### src/rtl/line_fifo.sv
// Line-buffering word FIFO between a receiver and a transmitter.
// Bytes become visible to the transmitter only after a group is committed.
module line_fifo #(
    parameter int unsigned DW      = 8,
    parameter int unsigned LGFLEN  = 8,
    parameter int unsigned MAXLINE = 80,
    parameter logic [7:0]  TERM_A  = 8'h0a,
    parameter logic [7:0]  TERM_B  = 8'h0d,
    parameter int unsigned TIMEOUT = 0,
    parameter int unsigned TOW     = 24
) (
    input  logic              i_clk,
    input  logic              i_reset,
    input  logic              i_line_mode,
    input  logic              i_rx_stb,
    input  logic [DW-1:0]     i_rx_data,
    output logic              o_tx_stb,
    output logic [DW-1:0]     o_tx_data,
    input  logic              i_tx_busy,
    output logic [LGFLEN:0]   o_fill,
    output logic              o_empty,
    output logic              o_full,
    output logic              o_overflow
);

    localparam int unsigned     DEPTH      = 32'd1 << LGFLEN;
    localparam logic [LGFLEN:0] DEPTH_W    = {1'b1, {LGFLEN{1'b0}}};
    localparam logic [LGFLEN:0] ONE_W      = {{LGFLEN{1'b0}}, 1'b1};
    localparam logic [DW-1:0]   TERM_A_W   = DW'(TERM_A);
    localparam logic [DW-1:0]   TERM_B_W   = DW'(TERM_B);
    localparam logic [TOW-1:0]  TIMEOUT_W  = TOW'(TIMEOUT);
    localparam logic [TOW-1:0]  CNT_ONE_W  = {{(TOW-1){1'b0}}, 1'b1};
    localparam bit              TIMEOUT_EN = (TIMEOUT != 32'd0);

    logic [DW-1:0]   mem_r [0:DEPTH-1];
    logic [LGFLEN:0] head_r, tail_r, commit_r, fill_r;
    logic [TOW-1:0]  cnt_r;
    logic            tx_stb_r, empty_r, full_r, overflow_r;
    logic [DW-1:0]   tx_data_r;

    logic            full_s, wr_s, drop_s, term_s, acc_s;
    logic [LGFLEN:0] head_nxt_s, tail_nxt_s, commit_nxt_s, pend_s, fill_nxt_s;
    logic [31:0]     pend_ext_s;
    logic [TOW-1:0]  cnt_nxt_s;

    // Write/accept qualification and next-pointer arithmetic
    always_comb begin
        full_s     = ((head_r - tail_r) == DEPTH_W);
        wr_s       = i_rx_stb && !full_s;
        drop_s     = i_rx_stb && full_s;
        term_s     = (i_rx_data == TERM_A_W) || (i_rx_data == TERM_B_W);
        acc_s      = tx_stb_r && !i_tx_busy;
        head_nxt_s = wr_s  ? (head_r + ONE_W) : head_r;
        tail_nxt_s = acc_s ? (tail_r + ONE_W) : tail_r;
        pend_s     = head_r - commit_r;
        pend_ext_s = {{(31-LGFLEN){1'b0}}, pend_s};
        fill_nxt_s = head_nxt_s - tail_nxt_s;
    end

    // Commit pointer selection, highest priority first
    always_comb begin
        commit_nxt_s = commit_r;
        if (!i_line_mode) begin
            commit_nxt_s = head_nxt_s;
        end else if (wr_s && term_s) begin
            commit_nxt_s = head_r + ONE_W;
        end else if (drop_s && term_s) begin
            commit_nxt_s = head_r;
        end else if (pend_ext_s >= MAXLINE) begin
            commit_nxt_s = head_r;
        end else if (TIMEOUT_EN && (cnt_r == TIMEOUT_W) && (head_r != commit_r)) begin
            commit_nxt_s = head_r;
        end else begin
            commit_nxt_s = commit_r;
        end
    end

    // Idle counter: restarts on any activity, saturates at the timeout
    always_comb begin
        cnt_nxt_s = cnt_r;
        if (i_rx_stb || (commit_nxt_s != commit_r) || (head_r == commit_r)) begin
            cnt_nxt_s = {TOW{1'b0}};
        end else if (cnt_r < TIMEOUT_W) begin
            cnt_nxt_s = cnt_r + CNT_ONE_W;
        end else begin
            cnt_nxt_s = cnt_r;
        end
    end

    // Storage array; contents need no reset since pointers gate every read
    always_ff @(posedge i_clk) begin
        if (wr_s) begin
            mem_r[head_r[LGFLEN-1:0]] <= i_rx_data;
        end
    end

    // Pointers, status and sticky overflow
    always_ff @(posedge i_clk) begin
        if (i_reset) begin
            head_r     <= {(LGFLEN+1){1'b0}};
            tail_r     <= {(LGFLEN+1){1'b0}};
            commit_r   <= {(LGFLEN+1){1'b0}};
            cnt_r      <= {TOW{1'b0}};
            fill_r     <= {(LGFLEN+1){1'b0}};
            empty_r    <= 1'b1;
            full_r     <= 1'b0;
            overflow_r <= 1'b0;
        end else begin
            head_r     <= head_nxt_s;
            tail_r     <= tail_nxt_s;
            commit_r   <= commit_nxt_s;
            cnt_r      <= cnt_nxt_s;
            fill_r     <= fill_nxt_s;
            empty_r    <= (fill_nxt_s == {(LGFLEN+1){1'b0}});
            full_r     <= (fill_nxt_s == DEPTH_W);
            overflow_r <= overflow_r || drop_s;
        end
    end

    // Transmit handshake: one idle cycle after each accept limits rate to 1/2
    always_ff @(posedge i_clk) begin
        if (i_reset) begin
            tx_stb_r <= 1'b0;
        end else if (tx_stb_r) begin
            if (!i_tx_busy) begin
                tx_stb_r <= 1'b0;
            end else begin
                tx_stb_r <= 1'b1;
            end
        end else if (tail_r != commit_r) begin
            tx_stb_r  <= 1'b1;
            tx_data_r <= mem_r[tail_r[LGFLEN-1:0]];
        end else begin
            tx_stb_r <= 1'b0;
        end
    end

    assign o_tx_stb   = tx_stb_r;
    assign o_tx_data  = tx_data_r;
    assign o_fill     = fill_r;
    assign o_empty    = empty_r;
    assign o_full     = full_r;
    assign o_overflow = overflow_r;

endmodule

### config.mk
export PLATFORM = sky130hd
export DESIGN_NAME = line_fifo
export DESIGN_NICKNAME = d
export VERILOG_FILES = /design/src/rtl/line_fifo.sv
export SDC_FILE = /design/constraint.sdc
export NUM_CORES = 2
export LEC_CHECK = 0
export ABC_CLOCK_PERIOD_IN_PS = 10500
export BUFFER_PORTS_ARGS = -buffer_cell sky130_fd_sc_hd__buf_2
export CAP_MARGIN = 0
export CORE_AREA = 2 2 391 393
export DETAILED_ROUTE_END_ITERATION = 16
export DIE_AREA = 0 0 393 395
export PLACE_DENSITY = 0.66
export REMOVE_ABC_BUFFERS = 1
export SYNTH_ARGS = -nofsm -noshare
export SYNTH_HDL_FRONTEND = slang
export SYNTH_SLANG_ARGS = --single-unit
### constraint.sdc
create_clock -name i_clk -period 10.5 [get_ports i_clk]
set_input_delay 1.575 -clock i_clk [delete_from_list [all_inputs] [get_ports i_clk]]
set_output_delay 1.575 -clock i_clk [all_outputs]
set_load 0.02 [all_outputs]
==> results.ini <==
[final_layout]
finalNetCount=4268
fillers=10701
syn_to_final_growth_pct=10.2
stdcell_area_mm2=0.0912
drive_gt1_share_pct=18.6

[placed_design]
place.gp.congestion=0.884
port_buffers=33
preCtsSetupSlack_ns=3.94
dp_hpwl_um=117000
dpl_cell_area_mm2=0.0849

[worst_setup_path]
reg2reg_depth=11
cp.buffers_inverters=3
slowest_stage=o41ai_1
timing.critical_path.mode_cell=buf_4
path_class=reg -> reg
arrival_ns=7.18
worst_ep_required_time_ns=11.04
max_stage_delay_ns=1.17
worstPathMaxFanout=83
crit_chain=buf_4 > buf_12 > buf_4 > mux2i_1 > o221ai_1 > a21oi_1 > nor3_1 > o41ai_1 > o21ai_0 > nor2_1 > o21ai_1
cp-start-kind=flip-flop
crit_cells=11
cpLargestDelayFamily=compound AO/OA/AOI/OAI gates
r2r_slack_ns=3.85
cp-end-kind=flip-flop

[drt]
num_vias=41808
ant_nets=0
drt_iter0_drc=5372
drt-total-wl_um=204000
drc_errors=0
vias_per_cell=6.50
dr.pass1.iters=6
post_drt_wl_per_cell_um=31.8

[logic_synthesis]
synthCells=4168
synth_seq_area_share_pct=75.6
synth_ff_type=edfxtp_1
yosysMostFrequentCell=edfxtp_1
synthTopCellsByCount=edfxtp_1, mux4_2, mux2i_1, nor2_1, o221ai_1
yosys.area.top_type_share_pct=74.6
async_flop_share_pct=0
syn_avg_cell_area_um2=19.9
synth_top_area_cell=edfxtp_1
synth_edf_count=2056
synth_area_mm2=0.0827
ys_seq_elements=2096
synth_cell_types=63
ys_warn_count=0
ys_top_cells_by_area=edfxtp_1, mux4_2, mux2i_1, o221ai_1, nor2_1

[global_route]
grt_pass1_vias=41342
grtUsageTotal_pct=26.6
grt_max_degree=192
antenna_found_initial=6
overflow=0
grt_pass1_wl_um=295000

[clock_tree]
cts.sinks=2096
cts_tree=yes
numCtsBuffers=202
cts_resized=0
root_buffer=clkbuf_16
cts.htree.levels=4
path_clk_slew_ns=0.06
worstSkewPairLatency_ns=0.83
clockBufferDepth=3
postCtsSetupBuffers=0
cts_hold_buffers=0

[timing]
max_freq_mhz=150
whs_ns=0.502
worst_pin_slew_ns=1.36
fin_crit_sh_pct=63.3
rsz0062_at_grt=false
setup_slack_ns=3.85
fin_setup_tns_ns=0
report.final.slew_viol_count=0
slew_headroom_pct=8.54
min_period_ns=6.65
final-setup-viol-count=0
skew_ns=0.0373
hold_viol=0

[power]
leakagePower_nw=27.8
peakVddDrop_mv=0.216
p_per_area_mw_per_mm2=201
power.total_mw=18.3

[floorplanning]
die_area_mm2=0.155
die_w_um=393
start_util_pct=54.7
die_y_um=395
core_area_mm2=0.151
ioPinCount=34
rows=143

[flow_run]
cap_viol_max_count=0

[min_path]
hold_depth=2
hold_path.class=reg -> reg

[status]
run_status=finished, final reports clean

-- final timing paths --
path	start	end
setup / recovery	tail_r[0]	o_tx_data[7]
hold / removal	o_overflow	o_overflow
hold reg to reg	o_overflow	o_overflow
setup reg to reg	tail_r[0]	o_tx_data[7]
-- worst reg2reg max path: cells and delay by family, from the launching register on --
kind	cells	cell delay (ns)
flip-flops	1	0.84
AO/OA/AOI/OAI	5	2.65
multiplexers	1	0.40
buffers and inverters	3	2.07
AND/OR/NAND/NOR	2	0.43
-- layout make-up --
type                       instances  area, µm²  area share (%)
clock inverter                   120        952            1.04
inverter                          25        103           0.112
clock buffer                     257       5380            5.89
timing repair buffer             103        833           0.914
tap                             2030       2540            2.78
multi-input combinational       1796      18900            20.7
antenna                            2       5.00         0.00549
sequential                      2096      62600            68.6
-- stage by stage --
step	util, %	std cells
finish	60.3	6429
floorplan	-	3917
CTS	60.3	6427
global placement	56.1	6050
global route	60.3	6427
detailed placement	56.1	6050
-- logic make-up (layout without fill, tap and decap cells) --
family	Yosys count	after routing	synth area share [%]
flops	2096	2096	75.6
compound gates	449	449	3.80
mux	736	736	15.0
fa+ha+maj	31	31	0.487
other cells	0	2	0
xor+xnor	41	41	0.443
simple gates	539	539	3.02
buf+inv	276	505	1.68
-- registers in the layout, summed over array words and instances (netlist names) --
| register | flops |
|---|---|
| mem_r | 2048 |
| o_tx_stb | 1 |
| o_full | 1 |
| tail_r | 9 |
| o_fill | 9 |
| commit_r | 9 |
| o_tx_data | 8 |
| head_r | 9 |
| o_overflow | 1 |
| o_empty | 1 |
-- where the power goes --
part,total (mW),switching [mW],internal (mW),leakage [nW]
Sequential,9.32,0.0740,9.25,18.8
Combinational,2.07,1.19,0.883,5.88
Clock,6.95,3.06,3.89,3.10
Total,18.3,4.33,14.0,27.8
-- cells in the final DEF, fill, tap and decap left out, types with 29 or more instances in the layout --
master        n
nor3_1       68
buf_4        65
clkbuf_1     48
o22ai_1      60
ha_1         29
a21oi_1     116
o21ai_0      32
mux2i_1     334
nand2_1      35
edfxtp_1   2056
clkbuf_16   206
dfxtp_1      35
nor2_1      313
clkinv_1     50
mux4_2      401
clkinv_2     43
o221ai_1    158
-- routing by layer --
metal	routed length, µm	part of all wire [%]	vias up	global-route usage (%)
met5	31	0.015	-	0
met4	6450	3.2	6	8.37
met3	18200	8.9	356	4.86
met2	97700	48	2049	41.6
met1	81900	40	21989	38.6
li1	-	-	17408	-
Note: power is estimated with default switching activity, not from simulation.
